**src/rtl/button_press_classifier.sv**
```systemverilog
// Turns a debounced button level into one-cycle short, long and repeat events.
// Pulses and held are registered; counters stop at their terminal values.
module button_press_classifier #(
   parameter int LONG_CYCLES   = 50_000_000,
   parameter int REPEAT_CYCLES = 10_000_000,
   parameter int REPEAT_EN     = 1,
   parameter int CNT_W         = 26
) (
   input  logic clk,
   input  logic reset,
   input  logic button_in,
   output logic short_press,
   output logic long_press,
   output logic repeat_pulse,
   output logic held
);

   localparam logic [1:0] IDLE      = 2'd0;
   localparam logic [1:0] PRESSED   = 2'd1;
   localparam logic [1:0] LONG_HELD = 2'd2;

   localparam logic [CNT_W-1:0] HMAX = CNT_W'(LONG_CYCLES - 1);
   localparam logic [CNT_W-1:0] RMAX = CNT_W'(REPEAT_CYCLES - 1);
   localparam logic [CNT_W-1:0] ONE  = CNT_W'(1);

   logic [1:0]       state, state_n;
   logic [CNT_W-1:0] hcnt, hcnt_n;
   logic [CNT_W-1:0] rcnt, rcnt_n;
   logic             short_n, long_n, rep_n;

   always_comb begin
      state_n = state;
      hcnt_n  = hcnt;
      rcnt_n  = rcnt;
      short_n = 1'b0;
      long_n  = 1'b0;
      rep_n   = 1'b0;
      case (state)
         IDLE: begin
            if (button_in) begin
               state_n = PRESSED;
               hcnt_n  = ONE;
            end
         end
         PRESSED: begin
            if (!button_in) begin
               state_n = IDLE;
               short_n = 1'b1;
            end else if (hcnt == HMAX) begin
               state_n = LONG_HELD;
               long_n  = 1'b1;
               rcnt_n  = '0;
            end else begin
               hcnt_n = hcnt + ONE;
            end
         end
         LONG_HELD: begin
            // A long press ends silently on release.
            if (!button_in) begin
               state_n = IDLE;
            end else if (rcnt == RMAX) begin
               rcnt_n = '0;
               rep_n  = (REPEAT_EN != 0);
            end else begin
               rcnt_n = rcnt + ONE;
            end
         end
         default: state_n = IDLE;
      endcase
   end

   always_ff @(posedge clk) begin
      if (reset) begin
         state        <= IDLE;
         hcnt         <= '0;
         rcnt         <= '0;
         short_press  <= 1'b0;
         long_press   <= 1'b0;
         repeat_pulse <= 1'b0;
         held         <= 1'b0;
      end else begin
         state        <= state_n;
         hcnt         <= hcnt_n;
         rcnt         <= rcnt_n;
         short_press  <= short_n;
         long_press   <= long_n;
         repeat_pulse <= rep_n;
         held         <= (state_n != IDLE);
      end
   end

endmodule

```
**config.mk**
```make
export PLATFORM = sky130hd
export DESIGN_NAME = button_press_classifier
export DESIGN_NICKNAME = d
export VERILOG_FILES = /design/src/rtl/button_press_classifier.sv
export SDC_FILE = /design/constraint.sdc
export NUM_CORES = 1
export LEC_CHECK = 0
export ABC_AREA = 1
export CORE_MARGIN = 2
export CORE_UTILIZATION = 60
export DETAILED_ROUTE_END_ITERATION = 10
export PLACE_DENSITY_LB_ADDON = 0.2
export SETUP_SLACK_MARGIN = 0.05
export SYNTH_ARGS = -nofsm -noshare
export SYNTH_HDL_FRONTEND = slang
export SYNTH_SLANG_ARGS = --single-unit
```
**constraint.sdc**
```tcl
create_clock -name clk -period 2.7 [get_ports clk]
set_clock_uncertainty 0.15 [all_clocks]
set_input_delay 0.27 -clock clk [delete_from_list [all_inputs] [get_ports clk]]
set_output_delay 0.27 -clock clk [all_outputs]
set_load 0.01 [all_outputs]
```
## Yosys cells after proc, flatten, opt, wreduce, memory -nomap -nowiden

Index checks and enable logic that the tools add are counted.

- Register bits: 58
- Latch bits: 0
- Memory bits (writable): 0
- ROM bits: 0
- Input bits: 3
- Output and inout port bits: 4
- Logic and storage cells: 47
- Memories: 0

- Add/subtract/negate cells: 2
- Multiply operators: 0
- Div/mod/pow operators: 0
- $lt $le $gt $ge: 0
- Equality and inequality tests: 9
- Shifts and indexed selects: 0
- Mux-type cells: 17
- Bitwise gates (word level): 3
- Reductions and logical operators: 9

Operators with widths:

| cell | count |
|---|---|
| 26-bit 2-to-1 mux | 7 |
| 26-bit case mux with 2 select lines | 2 |
| 26-bit by 1-bit adder with 26-bit output (second input constant) | 2 |
| 26-bit by 24-bit == test with 1-bit output (second input constant) | 1 |
| 26-bit == test (second input constant) | 1 |
| 2-bit != test (second input constant) | 5 |
| 2-bit 2-to-1 mux | 4 |
| 4-bit AND reduction | 2 |
| 2-bit case mux with 3 select lines | 1 |
| 2-bit nonzero test | 3 |
| 3-bit OR reduction | 2 |
| 1-bit 2-to-1 mux | 3 |
| 1-bit NOT | 3 |
| 2-bit by 1-bit == test with 1-bit output (second input constant) | 1 |
| 2-bit == test (second input constant) | 1 |
| 2-bit zero test | 1 |
| 2-bit OR reduction | 1 |

## Depth between registers and ports, before layout

- Word-level depth: 5
- Gate-level depth with buffers: 12
- Mapped depth without buffers: 11

## Worst setup path before layout

Ideal clock, no wire load.

- Path type: flip-flop to flip-flop
- Start point: reg rcnt[0]
- End point: reg rcnt[20]
- Library setup time: 118 ps
- Arrival: 1498 ps
- Data required time: 2432 ps
- Setup slack: 933 ps
- Stages on the path, launching flop included: 11
- Buffers on the path: 0
- Clock period less this slack: 1767 ps
- Path through: dfxtp_1 ha_1 nand2_1 nor2_2 nand2_1 inv_2 nand2_2 nor3_1 nand3_1 nand2_1 nor2_1

- Word-level cells in the longest chain between the ends: 4
- Elaborated cells between the ends (all ways): 5
- Classes of those cells: add/sub (1); eq/ne (1); mux (3)

RTL lines:

| item | line | source |
|---|---|---|
| start: declaration | 28 | `logic [CNT_W-1:0] rcnt, rcnt_n;` |
| start signal: assignment | 84 | `rcnt <= rcnt_n;` |
| 26-bit by 1-bit adder with 26-bit output / 26-bit by 24-bit == test with 1-bit output (equally long branches) | 65, 61 |  |
| 26-bit 2-to-1 mux (*) | 61 | `end else if (rcnt == RMAX) begin` |
| 26-bit 2-to-1 mux (*) | 59 | `if (!button_in) begin` |
| 26-bit case mux with 2 select lines (*) | 38 | `case (state)` |

Mark *: on every way between the ends. The rest lies on a longest branch, timed or not. The select of a mux whose other input is x is not followed.
A chain may end at the register's enable or synchronous reset.

## Final worst setup path

- Start point: reg rcnt[0]
- End point: reg rcnt[7]

Same word-level chain as after synthesis.

==> results.json <==
{
  "outcome": "finished, final reports clean",
  "antenna_cells_inserted": 0,
  "max_slew.worst_pin.slew_ns": 0.8394,
  "ys_seq_area_frac": 0.3121,
  "timing.critical_path.fanout_max": 6,
  "clk_pin_slew_worst_paths_ns": 0.07,
  "power_switching_share": 0.2468,
  "remaining_drc_errors": 0,
  "power.share.clock": 0.423,
  "postRouteAntennaNets": 0,
  "core_region_area_um2": 5956,
  "grt_antenna_before_repair": 0,
  "clockRootBuffer": "clkbuf_8",
  "share_seq_of_total_power": 0.544,
  "placement.io_buffers": 6,
  "synth_top_area_cell": "dfxtp_1",
  "detail_route.wirelength_um": 9198,
  "postSynthCellCount": 629,
  "insertion_delay_ns": 0.34,
  "numClockSinks": 58,
  "rsz_0062_raised_after_global_routing": "no",
  "power_density_nw_per_um2": 401.0,
  "area_growth_syn_to_layout_pct": 6.256,
  "worst_setup_path_start_kind": "flip-flop",
  "max_slew_margin": 0.4383,
  "combinational_cell_fraction_of_total_power": 0.033,
  "worstPathRequired_ns": 2.76,
  "crit_path_max_incr_delay_ns": 0.44,
  "crit_chain": "ha_1, nand2_1, nor2_2, nand3_1, inv_1, nand2_1, nor2_1, nor2_1, nand3_1, a21oi_1",
  "crit_path_arrival_time_ns": 2.31,
  "cp_endpoint_kind": "flip-flop",
  "crit_buf_inv": 1,
  "average_vias_per_placed_instance": 5.408,
  "finalHoldViolations": 0,
  "postSynthRegisterBits": 58,
  "synth_top_cell_area_share": 0.3121,
  "syn-cell-area_um2": 3720,
  "drtIter0Drc": 251,
  "dp.final_hpwl_um": 6600,
  "gp_congestion": 0.9223,
  "power.leakage_nw": 1.449,
  "cts_setup_buffers": 0,
  "critPathTopFamily": "simple AND/OR/NAND/NOR gates",
  "finalMaxSlewViolations": 0,
  "p_int_w": 0.001194,
  "grtUsageTotal": 0.2862,
  "crit_slowest_cell": "dfxtp_1",
  "setup-violations-final": 0,
  "postSynthAreaPerCell_um2": 5.914,
  "firstDrtPassIters": 5,
  "yosysWarnings": 0,
  "start_util": 0.6246,
  "main_area_contributors_after_synthesis": "dfxtp_1 (31%), nand2_1 (20%), nor2_1 (13%)",
  "cts_htree_levels": 3,
  "overflow": 0,
  "final_nets": 641,
  "synth_cell_types": 31,
  "boundaryPins": 7,
  "clock_tree.buffer_depth": 2,
  "core.rowCount": 28,
  "cts.hold.buffers_added": 0,
  "cts_resized": 0,
  "drv_cap": 0,
  "post_route_cells_drive_above_1_share": 0.07031,
  "ir_worst_vdd_mv": 0.2724,
  "die_width_um": 82.74,
  "die_area_um2": 6846,
  "largest_net_degree_at_the_start_of_global_routing": 38,
  "finish.utilization": 0.6637,
  "period_share": 0.8314,
  "min_path_type": "flip-flop to flip-flop",
  "drt-wirelength-per-cell_um": 12.86,
  "routed-via-count": 3867,
  "achievable-frequency_mhz": 445.5,
  "fin_setup_tns_ns": 0,
  "grt_pass1_wl_um": 14980,
  "cts_tree": "done",
  "vias_in_the_first_global_route": 3461,
  "height_of_the_die_um": 82.74,
  "min_period_ns": 2.245,
  "mappedNetlistNets": 634,
  "mostFrequentLayoutCell": "nand2_1",
  "crit_type": "flip-flop to flip-flop",
  "power_switching_w": 0.0003911,
  "most_used_cells_in_the_layout_excluding_fill_and_tap_cells": "nand2_1 (195), nor2_1 (130), inv_1 (67)",
  "cts_buffers": 9
}
## state kept, by name (all words and copies together) (netlist names)
signal / flops
state: 2
hcnt: 26
repeat_pulse: 1
short_press: 1
long_press: 1
held: 1
rcnt: 26
## cell usage after synthesis (all sizes together)
library cell	count
nor2	139
o21bai	3
inv	74
nor4	1
o31ai	1
xor2	8
o21ai	8
clkbuf	5
nand4	19
nor3b	2
nor3	12
and3	1
ha	2
dfxtp	58
and2	1
buf	8
nand2	204
nand3	52
a21oi	31
## path summary, 6_finish.rpt
kind,cells after the start,slack [ns],startpoint,to
worst min-delay path,1,0.34,hcnt[0],hcnt[0]
worst max register to register,10,0.46,rcnt[0],rcnt[7]
worst min register to register,1,0.34,hcnt[0],hcnt[0]
worst max-delay path,10,0.46,rcnt[0],rcnt[7]
## stage by stage
step                area (µm²)  hold slack, ns  setup slack [ns]  instances  total power [W]
CTS                       3953          0.3414            0.5075        715         0.001587
global route              3953          0.3736            0.2593        715         0.001629
detailed placement        3801          0.3291            0.3353        700        0.0009333
global placement          3801          0.3146            0.4565        700        0.0009315
finish                    3953          0.3441            0.4552        715         0.001585
floorplan                 3720          0.1983            0.9334        629        0.0009156
## worst register-to-register path, delay by kind of cell (launching register included)
family,cells,cell delay [ns]
flip-flops,1,0.44
buffers and inverters,1,0.08
AO/OA/AOI/OAI,1,0.07
adder cells (fa/ha/maj),1,0.29
AND/OR/NAND/NOR,7,1.09
## cell type report
class / count / area, µm²
Tap cell: 75 / 93.84
Timing Repair Buffer: 9 / 82.58
Fill cell: 553 / 2003
Inverter: 74 / 277.8
Sequential cell: 58 / 1161
Multi-Input combinational cell: 484 / 2186
Clock buffer: 11 / 131.4
Clock inverter: 4 / 20.02
## cell families (layout without fill, tap and decap cells)
group           Yosys count  in the layout  share of synthesized area
simple gates            431            431                     0.5005
buf+inv                  87             98                     0.1002
flops                    58             58                     0.3121
compound gates           43             43                    0.06155
xor+xnor                  8              8                    0.01884
fa+ha+maj                 2              2                   0.006726
## per-layer routing
metal / global-route usage / vias to the layer above / part of all wire
li1: - / 1987 / -
met4: 0.1279 / 0 / 0.022
met1: 0.3211 / 1750 / 0.43
met2: 0.5234 / 110 / 0.50
met5: 0 / - / 0
met3: 0.05217 / 20 / 0.047
## power groups by stage
stage                     Clock (W)  Sequential, W  Combinational [W]
after floorplan                   0       0.000881          0.0000347
after global placement            0       0.000881          0.0000507
after detailed placement          0       0.000881          0.0000524
after CTS                  0.000673       0.000862          0.0000522
after global routing       0.000711       0.000862          0.0000565
final                      0.000670       0.000862          0.0000528
Note: power is estimated with default switching activity, not from simulation.
